### src/rtl/button_scan_pkg.sv
// Shared types and defaults for the button scan/debounce controller.
package button_scan_pkg;

    localparam int unsigned N_BTN_DEF      = 8;
    localparam int unsigned STABLE_CNT_DEF = 127;
    localparam int unsigned CNT_W          = 8;

    typedef enum logic [1:0] {
        SCAN     = 2'd0,
        DEBOUNCE = 2'd1,
        EMIT     = 2'd2
    } state_t;

endpackage

### src/rtl/button_sync.sv
// N-bit two-flop synchronizer for asynchronous button levels, reset to 0.
module button_sync
    import button_scan_pkg::*;
#(
    parameter int unsigned WIDTH = N_BTN_DEF
) (
    input  logic             clk,
    input  logic             rst,
    input  logic [WIDTH-1:0] d,
    output logic [WIDTH-1:0] q
);

    logic [WIDTH-1:0] meta;

    always_ff @(posedge clk) begin
        if (rst) begin
            meta <= '0;
            q    <= '0;
        end else begin
            meta <= d;
            q    <= meta;
        end
    end

endmodule

### src/rtl/button_scan_ctrl.sv
// Time-multiplexed button debouncer: one shared counter walks all buttons and
// emits a valid/ready event per accepted level change. BUTTON_SCAN_SYNC_EN adds an input synchronizer.
module button_scan_ctrl
    import button_scan_pkg::*;
#(
    parameter int unsigned N_BTN      = N_BTN_DEF,
    parameter int unsigned STABLE_CNT = STABLE_CNT_DEF
) (
    input  logic                     clk,
    input  logic                     rst,
    input  logic [N_BTN-1:0]         dirty,
    output logic [N_BTN-1:0]         clean,
    output logic                     evt_valid,
    input  logic                     evt_ready,
    output logic [$clog2(N_BTN)-1:0] evt_id,
    output logic                     evt_press,
    output logic                     busy
);

    localparam int unsigned IDX_W = $clog2(N_BTN);

    logic [N_BTN-1:0] sample;

`ifdef BUTTON_SCAN_SYNC_EN
    button_sync #(
        .WIDTH (N_BTN)
    ) u_sync (
        .clk (clk),
        .rst (rst),
        .d   (dirty),
        .q   (sample)
    );
`else
    assign sample = dirty;
`endif

    state_t           state;
    logic [IDX_W-1:0] idx;
    logic [IDX_W-1:0] idx_nxt;
    logic [CNT_W-1:0] cnt;
    logic [CNT_W-1:0] cnt_sat;
    logic             lvl;
    logic             cur;

    assign cur     = sample[idx];
    assign idx_nxt = (idx == IDX_W'(N_BTN - 1)) ? '0 : idx + IDX_W'(1);
    // Counter never wraps; it holds at all-ones.
    assign cnt_sat = (cnt == '1) ? cnt : cnt + CNT_W'(1);

    always_ff @(posedge clk) begin
        if (rst) begin
            state     <= SCAN;
            idx       <= '0;
            cnt       <= '0;
            lvl       <= 1'b0;
            clean     <= '0;
            evt_valid <= 1'b0;
            evt_id    <= '0;
            evt_press <= 1'b0;
            busy      <= 1'b0;
        end else begin
            case (state)
                SCAN: begin
                    if (cur != clean[idx]) begin
                        lvl   <= cur;
                        cnt   <= '0;
                        busy  <= 1'b1;
                        state <= DEBOUNCE;
                    end else begin
                        idx <= idx_nxt;
                    end
                end
                DEBOUNCE: begin
                    if (cur != lvl) begin
                        busy  <= 1'b0;
                        idx   <= idx_nxt;
                        state <= SCAN;
                    end else if (cnt == CNT_W'(STABLE_CNT)) begin
                        // Level held long enough: commit and publish the event.
                        clean[idx] <= lvl;
                        evt_id     <= idx;
                        evt_press  <= lvl;
                        evt_valid  <= 1'b1;
                        state      <= EMIT;
                    end else begin
                        cnt <= cnt_sat;
                    end
                end
                EMIT: begin
                    if (evt_ready) begin
                        evt_valid <= 1'b0;
                        busy      <= 1'b0;
                        idx       <= idx_nxt;
                        state     <= SCAN;
                    end
                end
                default: begin
                    busy      <= 1'b0;
                    evt_valid <= 1'b0;
                    state     <= SCAN;
                end
            endcase
        end
    end

endmodule
### config.mk
export PLATFORM = sky130hd
export DESIGN_NAME = button_scan_ctrl
export DESIGN_NICKNAME = d
export VERILOG_FILES = /design/src/rtl/button_scan_pkg.sv /design/src/rtl/button_sync.sv /design/src/rtl/button_scan_ctrl.sv
export SDC_FILE = /design/constraint.sdc
export NUM_CORES = 1
export LEC_CHECK = 0
export BUFFER_PORTS_ARGS = -buffer_cell sky130_fd_sc_hd__buf_2
export CORE_MARGIN = 8
export CORE_UTILIZATION = 40
export DETAILED_ROUTE_END_ITERATION = 10
export SLEW_MARGIN = 0
export SYNTH_ARGS = -nofsm -noshare
export SYNTH_HDL_FRONTEND = slang
export SYNTH_SLANG_ARGS = --single-unit
### constraint.sdc
create_clock -name clk -period 3.31 [get_ports clk]
set_clock_uncertainty 0.2 [all_clocks]
set_input_delay 0.662 -clock clk [delete_from_list [all_inputs] [get_ports clk]]
set_output_delay 0.662 -clock clk [all_outputs]
set_load 0.1 [all_outputs]
==> results.py, run 1 <==
metrics = {
    "run_status": {
        "outcome": "completed",
    },
    "clock_tree": {
        "path_clk_slew_ps": 100,
        "cts_buffers": 3,
        "cts_hold_buf": 0,
        "clockBufferDepth": 2,
        "post_cts_resized": 0,
        "htree_levels": 1,
        "postCtsSetupRepairBufs": 0,
        "clock_sinks": 28,
        "cts_tree": "done",
        "cts-root-buf": "clkbuf_8",
        "clk_latency_ps": 280,
    },
    "worst_setup_path": {
        "worst-path-max-fanout": 9,
        "ff2ff_path_depth": 7,
        "path_cells": "buf_4 -> mux2_2 -> mux4_2 -> a211oi_1 -> a21oi_1 -> or4b_2 -> a31oi_1",
        "timing.rr.start": "idx[0]$_SDFFE_PP0P_",
        "worst_setup_path_end_kind": "flip-flop",
        "slowest_stage": "or4b_2",
        "crit_arrival_ps": 2980,
        "r2r_end": "cnt[7]$_SDFFE_PP0P_",
        "setup.worst_path.class": "reg -> reg",
        "critPathLaunchType": "flip-flop",
        "cpPeakStageDelay_ps": 630,
        "r2r_setup_slack_ps": 340,
        "critPathRequiredTime_ps": 3320,
    },
    "flow_run": {
        "max-cap-violations": 0,
    },
    "logic_synthesis": {
        "post-synth-top-area-fraction_pct": 32.8,
        "ys_seq_elements": 28,
        "synth_largest_area_cell": "dfxtp_1",
        "yosysSeqAreaShare_pct": 32.8,
        "syn_avg_cell_area_um2": 8.75,
        "ys_types": 37,
        "syn-num-nets": 212,
        "synth_warnings": 0,
        "ys_top_cells_by_area": "dfxtp_1 (33%), mux2i_1 (11%), ha_1 (4.4%), nor2_1 (4.2%), nand2_1 (4.0%)",
        "syn_area_um2": 1710,
        "synthCells": 195,
    },
    "sta": {
        "timing.fmax_mhz": 336,
        "setup_viol": 0,
        "setup_tns_ps": 0,
        "min_period_ps": 2970,
        "fin_crit_sh_pct": 89.8,
        "rsz0062_at_grt": "false",
        "tightest_slew_ps": 500,
        "relSlewSlack_pct": 66.9,
        "slew_viol_final": 0,
        "timing_hold_violations_final": 0,
    },
    "pwr": {
        "peakVddDrop_uv": 432,
        "power.density_nw_per_um2": 670,
        "p_leak_nw": 0.822,
    },
    "drt": {
        "drc": 0,
        "via_count": 1473,
        "ant_nets": 0,
        "routed_wl_um": 3910,
        "initialDrtViolationCount": 101,
        "post_drt_wl_per_cell_um": 14.6,
        "via_per_inst": 5.52,
        "firstDrtPassIters": 4,
    },
    "placed_design": {
        "place_hpwl_um": 2840,
        "globalplace.congestion": 0.812,
        "numPortBuffers": 24,
        "place_inst": 263,
    },
    "hold_path": {
        "hold_class": "reg -> reg",
        "hold_end": "evt_id[1]$_SDFFE_PP0P_",
        "hold_start": "evt_id[1]$_SDFFE_PP0P_",
        "hold_depth": 2,
    },
    "layout": {
        "syn_to_final_growth_pct": 13.9,
        "nets": 235,
        "final_cell_mix": "dfxtp_1 (28), buf_2 (24), nor2_1 (19)",
        "drive_above_1_share_pct": 21.7,
        "mostFrequentLayoutCell": "dfxtp_1",
        "instances_no_fill": 267,
        "antenna_cells": 0,
    },
    "grt": {
        "grt_pass1_wl_um": 6590,
        "grt_start_max_net_pins": 26,
        "grt_antenna_before_repair": 0,
        "grt_pass1_vias": 1380,
        "overflow": 0,
        "grt_use_total_pct": 12.2,
    },
    "floorplanning": {
        "coreArea_um2": 4060,
        "initial_utilization_pct": 42.1,
        "io_pins": 25,
        "placementRows": 23,
        "dieHeight_um": 81.3,
        "dieWidth_um": 81.3,
        "die_area_um2": 6610,
    },
}
==> worst max path at each step <==
stage / startpoint / to / slack [ps] / cells past startpoint
floorplan: clean[3]$_SDFFE_PP0P_ / cnt[3]$_SDFFE_PP0P_ / 250 / 7
global placement: idx[0]$_SDFFE_PP0P_ / cnt[7]$_SDFFE_PP0P_ / 390 / 7
detailed placement: idx[0]$_SDFFE_PP0P_ / cnt[7]$_SDFFE_PP0P_ / 340 / 7
CTS: idx[0]$_SDFFE_PP0P_ / cnt[7]$_SDFFE_PP0P_ / 340 / 7
global route: idx[0]$_SDFFE_PP0P_ / cnt[7]$_SDFFE_PP0P_ / 210 / 7
finish: idx[0]$_SDFFE_PP0P_ / cnt[7]$_SDFFE_PP0P_ / 340 / 7
==> report_power, final <==
group | internal (mW) | leakage, nW | switching (mW)
logic | 0.257 | 0.560 | 0.358
registers | 0.370 | 0.227 | 0.0477
clock network | 0.162 | 0.0357 | 0.108
total | 0.788 | 0.822 | 0.513
==> per-stage QoR <==
stage               power, mW  area (um2)  setup slack [ps]  utilization, %  hold WS [ps]
global route             1.39        1940               211            47.9           297
detailed placement       1.04        1870               345            46.2           260
CTS                      1.32        1940               338            47.9           275
floorplan               0.906        1710               247               -           271
global placement         1.04        1870               392            46.2           245
finish                   1.30        1940               337            47.9           269
==> logic make-up after synthesis <==
group | synth area share [%]
simple gates | 22.7
mux | 19.6
compound gates | 13.6
flops | 32.8
fa+ha+maj | 4.40
buf+inv | 5.79
xor+xnor | 1.03
==> registers in the layout (all words and copies together), names as in the netlist <==
signal     count
idx            3
state          2
lvl            1
evt_valid      1
busy           1
cnt            8
evt_id         3
evt_press      1
clean          8
==> layout make-up <==
type | count | area [um2]
well taps | 50 | 62.6
repair buffers | 32 | 180
multi-input cells | 147 | 1050
flip-flops and latches | 28 | 561
clock inverters | 1 | 30.0
fillers | 393 | 2110
inverters | 6 | 22.5
clock buffers | 3 | 41.3
==> synth_stat cells <==
cell type  instances
o31a_1             1
mux4_2             2
or4_1              1
nand3b_1           1
a221oi_1           1
nand2b_1           2
o21ai_0           10
inv_1              5
mux2i_1           18
dfxtp_1           28
nand4b_1           5
and2_4             1
a211oi_1           5
o211a_1            1
a2111o_1           2
a41o_1             1
a22oi_1            1
nor2_1            19
mux2_2             5
clkbuf_1          10
nor2b_1            4
or4b_2             2
clkinv_1           1
a311oi_1           1
nand2_1           18
a21oi_1           10
nand4_1            4
buf_6              3
nand3_1           13
mux4_1             2
nor3_1             3
buf_2              1
xnor2_1            2
or2_2              1
or3_1              2
a31oi_1            3
ha_1               6
==> critical path, delay by kind of cell (launching register included) <==
kind                   cells  cell delay, ps
and+or+nand+nor            1             630
buffers and inverters      1             240
DFF                        1             510
muxes                      2             840
AOI/OAI and AO/OA          3             490
==> layer usage <==
layer	global-route usage [%]	vias up	part of all wire, %
met4	2.14	0	0.54
met1	14.0	694	45
met3	3.42	2	4.3
li1	-	754	-
met5	0	-	0
met2	22.1	23	50
No activity file was read; power rests on OpenSTA's default activity.
==> run 2, diff against run 1 <==
Settings changed: MAX_ROUTING_LAYER from default to met4, SETUP_SLACK_MARGIN from default to 0.02.
==> run 2 against run 1 <==
  * Global-route usage increased by 0.37 points
  * Worst hold slack got worse by 0.92 ps
  * Combinational power barely moved
  * Critical endpoint unchanged
  * Critical path depth unchanged
  * Flip-flop and latch count unchanged
  * Die area unchanged
  * Sequential power barely moved
  * Final cell count unchanged
  * Utilization did not move
  * Wire length up 0.41%
  * Clock power about the same
==> results.py, run 2 (synthesized netlist as in run 1, its figures left out) <==
metrics = {
    "drt": {
        "drc": 0,
        "post_drt_wl_per_cell_um": 14.7,
        "via_count": 1475,
        "firstDrtPassIters": 4,
        "routed_wl_um": 3930,
        "initialDrtViolationCount": 98,
        "via_per_inst": 5.52,
        "ant_nets": 0,
    },
    "placed_design": {
        "dp_slack_ps": 345,
        "place_hpwl_um": 2840,
        "globalplace.congestion": 0.824,
        "place_inst": 263,
        "postPlaceCellArea_um2": 1870,
        "numPortBuffers": 24,
    },
    "layout": {
        "final_cell_mix": "dfxtp_1 (28), buf_2 (24), nor2_1 (19)",
        "nets": 235,
        "drive_above_1_share_pct": 21.7,
        "largestRegisters": "clean x8, cnt x8",
        "instances_no_fill": 267,
        "syn_to_final_growth_pct": 13.9,
        "post-route-util_pct": 47.9,
        "antenna_cells": 0,
        "mostFrequentLayoutCell": "dfxtp_1",
        "final_area_um2": 1940,
    },
    "grt": {
        "grt_pass1_wl_um": 6590,
        "grt_pass1_vias": 1384,
        "grt-busiest-layer": "met2",
        "grt_antenna_before_repair": 0,
        "grt_start_max_net_pins": 26,
        "met1_usage_pct": 13.9,
        "use_met2_pct": 22.2,
        "met3_usage_pct": 3.42,
        "overflow": 0,
        "grt_use_total_pct": 12.6,
    },
    "pwr": {
        "finalPower_mw": 1.30,
        "p_switching_mw": 0.516,
        "p_leak_nw": 0.822,
        "clkPwrFrac_pct": 20.7,
        "switching_share_pct": 39.6,
        "p_int_mw": 0.788,
        "seqPwrFrac_pct": 32.0,
        "power.density_nw_per_um2": 671,
        "peakVddDrop_uv": 433,
        "share_comb_of_total_power_pct": 47.3,
    },
    "clock_tree": {
        "cts-root-buf": "clkbuf_8",
        "clk_latency_ps": 280,
        "htree_levels": 1,
        "cts_tree": "done",
        "post_cts_resized": 0,
        "cts_buffers": 3,
        "cts_hold_buf": 0,
        "postCtsSetupRepairBufs": 0,
        "clockBufferDepth": 2,
        "path_clk_slew_ps": 100,
        "clock_sinks": 28,
    },
    "flow_run": {
        "max-cap-violations": 0,
    },
    "run_status": {
        "outcome": "completed",
    },
    "sta": {
        "setup_viol": 0,
        "tightest_slew_ps": 500,
        "relSlewSlack_pct": 66.9,
        "fin_crit_sh_pct": 90.0,
        "timing.fmax_mhz": 336,
        "min_period_ps": 2980,
        "slew_viol_final": 0,
        "timing.final.ws_setup_ps": 332,
        "whs_ps": 268,
        "rsz0062_at_grt": "false",
        "timing_hold_violations_final": 0,
        "setup_tns_ps": 0,
    },
    "worst_setup_path": {
        "timing.rr.start": "idx[0]$_SDFFE_PP0P_",
        "r2r_setup_slack_ps": 330,
        "critPathLaunchType": "flip-flop",
        "worst_setup_path_end_kind": "flip-flop",
        "setup.worst_path.class": "reg -> reg",
        "critPathRequiredTime_ps": 3320,
        "crit_arrival_ps": 2980,
        "ff2ff_path_depth": 7,
        "r2r_end": "cnt[7]$_SDFFE_PP0P_",
        "worst-path-max-fanout": 9,
        "critPathLaunch": "idx[0]$_SDFFE_PP0P_",
    },
    "floorplanning": {
        "dieHeight_um": 81.3,
        "coreArea_um2": 4060,
        "dieWidth_um": 81.3,
        "io_pins": 25,
        "initial_utilization_pct": 42.1,
        "placementRows": 23,
        "die_area_um2": 6610,
    },
    "hold_path": {
        "hold_start": "evt_id[1]$_SDFFE_PP0P_",
        "hold_class": "reg -> reg",
        "hold_end": "evt_id[1]$_SDFFE_PP0P_",
        "hold_depth": 2,
    },
}
[run 2: cell counts in the layout (fill, tap and decap cells not counted)]
Identical to the previous run, type by type.
[run 2: worst max-delay path by stage]
stage | end | slack, ps | cells past startpoint
final | cnt[7]$_SDFFE_PP0P_ | 330 | 7
after global placement | cnt[7]$_SDFFE_PP0P_ | 390 | 7
after global routing | cnt[7]$_SDFFE_PP0P_ | 210 | 7
after floorplan | cnt[3]$_SDFFE_PP0P_ | 250 | 7
after CTS | cnt[7]$_SDFFE_PP0P_ | 340 | 7
after detailed placement | cnt[7]$_SDFFE_PP0P_ | 340 | 7
[run 2: layer usage]
| layer | routed length, um | share of wire [%] |
|---|---|---|
| met5 | 0 | 0 |
| met4 | 18 | 0.46 |
| met3 | 159 | 4.0 |
| met2 | 1970 | 50 |
| met1 | 1780 | 45 |
[run 2: final cells by class]
class,count,area (um2)
fill,393,2110
multi-input combinational,147,1050
sequential,28,561
timing repair buffer,32,180
tap,50,62.6
clock buffer,3,41.3
clock inverter,1,30.0
inverter,6,22.5
[run 2: power by group through the flow]
stage          sequential (mW)  combinational (mW)  clock (mW)
4_1_cts                  0.418               0.618       0.284
2_1_floorplan            0.447               0.460           0
5_1_grt                  0.427               0.671       0.292
3_5_place_dp             0.425               0.617           0
3_3_place_gp             0.426               0.610           0
6_report                 0.418               0.617       0.270
[run 2: worst max-delay path: stages (launching register included)]
cell and delay, ps:
dfxtp_1 500, buf_4 240, mux2_2 340, mux4_2 500
a211oi_1 220, a21oi_1 90, or4b_2 630, a31oi_1 180
==> run 3, diff against run 2 <==
==> constraint.sdc (replaced) <==
create_clock -name clk -period 3.55 [get_ports clk]
set_clock_uncertainty 0.2 [all_clocks]
set_input_delay 0.5325 -clock clk [delete_from_list [all_inputs] [get_ports clk]]
set_output_delay 0.5325 -clock clk [all_outputs]
set_load 0.1 [all_outputs]
==> run 3 against run 2 <==
  * Die area unchanged
  * Register-to-register slack better by 220 ps
  * Non-clock buffer count fell by 3
  * Total power down 8.7%
  * Flip-flop and latch count unchanged
  * Combinational power decreased by 14%
  * Design area down 1.2%
  * Via count shrank 1.5%
  * Worst hold slack lost 9.7 ps
  * Setup slack improved by 220 ps
  * Critical endpoint is now cnt[3]$_SDFFE_PP0P_
  * Largest cell class unchanged
==> results.py, run 3 (synthesized netlist as in run 1, its figures left out) <==
metrics = {
    "sta": {
        "whs_ps": 259,
        "relSlewSlack_pct": 65.6,
        "slew_viol_final": 0,
        "setup_tns_ps": 0,
        "rsz0062_at_grt": "false",
        "timing_hold_violations_final": 0,
        "min_period_ps": 3000,
        "timing.final.ws_setup_ps": 550,
        "timing.fmax_mhz": 333,
        "setup_viol": 0,
        "tightest_slew_ps": 516,
        "fin_crit_sh_pct": 84.5,
    },
    "flow_run": {
        "max-cap-violations": 0,
    },
    "clock_tree": {
        "cts_hold_buf": 0,
        "cts_buffers": 3,
        "cts_tree": "done",
        "path_clk_slew_ps": 100,
        "postCtsSetupRepairBufs": 0,
        "clock_sinks": 28,
        "clk_latency_ps": 270,
        "clockBufferDepth": 2,
        "cts-root-buf": "clkbuf_8",
        "htree_levels": 1,
        "post_cts_resized": 0,
    },
    "drt": {
        "ant_nets": 0,
        "drc": 0,
        "post_drt_wl_per_cell_um": 14.0,
        "routed_wl_um": 3710,
        "initialDrtViolationCount": 100,
        "via_per_inst": 5.50,
        "via_count": 1453,
        "firstDrtPassIters": 4,
    },
    "floorplanning": {
        "io_pins": 25,
        "die_area_um2": 6610,
        "dieHeight_um": 81.3,
        "dieWidth_um": 81.3,
        "coreArea_um2": 4060,
        "placementRows": 23,
        "initial_utilization_pct": 42.1,
    },
    "pwr": {
        "peakVddDrop_uv": 372,
        "switching_share_pct": 39.9,
        "clkPwrFrac_pct": 21.2,
        "power.density_nw_per_um2": 620,
        "p_leak_nw": 0.807,
        "p_switching_mw": 0.476,
        "finalPower_mw": 1.19,
        "seqPwrFrac_pct": 34.2,
        "share_comb_of_total_power_pct": 44.6,
        "p_int_mw": 0.716,
    },
    "layout": {
        "drive_above_1_share_pct": 20.6,
        "largestRegisters": "clean x8, cnt x8",
        "antenna_cells": 0,
        "mostFrequentLayoutCell": "dfxtp_1",
        "fillers": 384,
        "instances_no_fill": 264,
        "nets": 232,
        "final_cell_mix": "dfxtp_1 (28), buf_2 (24), nor2_1 (19)",
        "syn_to_final_growth_pct": 12.6,
    },
    "grt": {
        "grt_pass1_vias": 1378,
        "overflow": 0,
        "grt_use_total_pct": 12.3,
        "grt_pass1_wl_um": 6440,
        "grt_start_max_net_pins": 26,
        "grt_antenna_before_repair": 0,
    },
    "placed_design": {
        "globalplace.congestion": 0.807,
        "dp_slack_ps": 599,
        "place_hpwl_um": 2690,
        "place_inst": 260,
        "numPortBuffers": 24,
    },
    "worst_setup_path": {
        "worst_setup_path_end_kind": "flip-flop",
        "timing.rr.start": "idx[0]$_SDFFE_PP0P_",
        "worst-path-max-fanout": 9,
        "ff2ff_path_depth": 7,
        "r2r_end": "cnt[3]$_SDFFE_PP0P_",
        "critPathLaunchType": "flip-flop",
        "critPathRequiredTime_ps": 3560,
        "r2r_setup_slack_ps": 550,
        "setup.worst_path.class": "reg -> reg",
        "crit_arrival_ps": 3010,
    },
    "hold_path": {
        "hold_start": "evt_id[1]$_SDFFE_PP0P_",
        "hold_class": "reg -> reg",
        "hold_depth": 2,
        "hold_end": "evt_id[1]$_SDFFE_PP0P_",
    },
    "run_status": {
        "outcome": "completed",
    },
}
## run 3: cell count changes in the layout (fill, tap and decap cells not counted)
cell,previous run,this run
buf_4,8,5
## run 3: metrics by stage
stage	instance area (um2)	util, %
floorplan	1710	-
finish	1920	47.4
detailed placement	1850	45.6
CTS	1920	47.4
global placement	1850	45.6
global route	1920	47.4
## run 3: worst max-delay path by stage
| stage | startpoint | end | slack, ps | depth (start not counted) |
|---|---|---|---|---|
| finish | idx[0]$_SDFFE_PP0P_ | cnt[3]$_SDFFE_PP0P_ | 550 | 7 |
| global route | idx[0]$_SDFFE_PP0P_ | cnt[3]$_SDFFE_PP0P_ | 380 | 7 |
| CTS | idx[0]$_SDFFE_PP0P_ | cnt[3]$_SDFFE_PP0P_ | 560 | 7 |
| detailed placement | idx[0]$_SDFFE_PP0P_ | cnt[3]$_SDFFE_PP0P_ | 600 | 7 |
| global placement | idx[0]$_SDFFE_PP0P_ | cnt[3]$_SDFFE_PP0P_ | 640 | 7 |
| floorplan | clean[3]$_SDFFE_PP0P_ | cnt[3]$_SDFFE_PP0P_ | 490 | 7 |
## run 3: power by group through the flow
| stage | clock [mW] | combinational (mW) | sequential, mW |
|---|---|---|---|
| global route | 0.269 | 0.589 | 0.414 |
| CTS | 0.262 | 0.533 | 0.408 |
| floorplan | 0 | 0.428 | 0.416 |
| global placement | 0 | 0.529 | 0.413 |
| detailed placement | 0 | 0.530 | 0.414 |
| finish | 0.252 | 0.531 | 0.408 |
## run 3: layout make-up
cell class,instances,area (um2),share of cell area (%)
timing repair buffer,29,158,8.20
inverter,6,22.5,1.17
clock inverter,1,30.0,1.56
sequential,28,561,29.2
clock buffer,3,41.3,2.15
multi-input combinational,147,1050,54.5
tap,50,62.6,3.26
## run 3: worst max-delay path: stages (launching register included)
cell and delay (ps):
dfxtp_1 470, buf_4 210, mux4_1 560, mux2_2 320
a2111o_1 440, and2_4 200, or4_1 460, o21ai_0 80
## run 3: per-layer routing
layer  share of wire (%)  vias to the layer above  global-route usage, %
li1                    -                      752                      -
met1                  48                      677                   14.9
met2                  48                       22                   20.4
met3                 3.6                        2                   3.09
met4                0.46                        0                   2.14
met5                   0                        -                      -
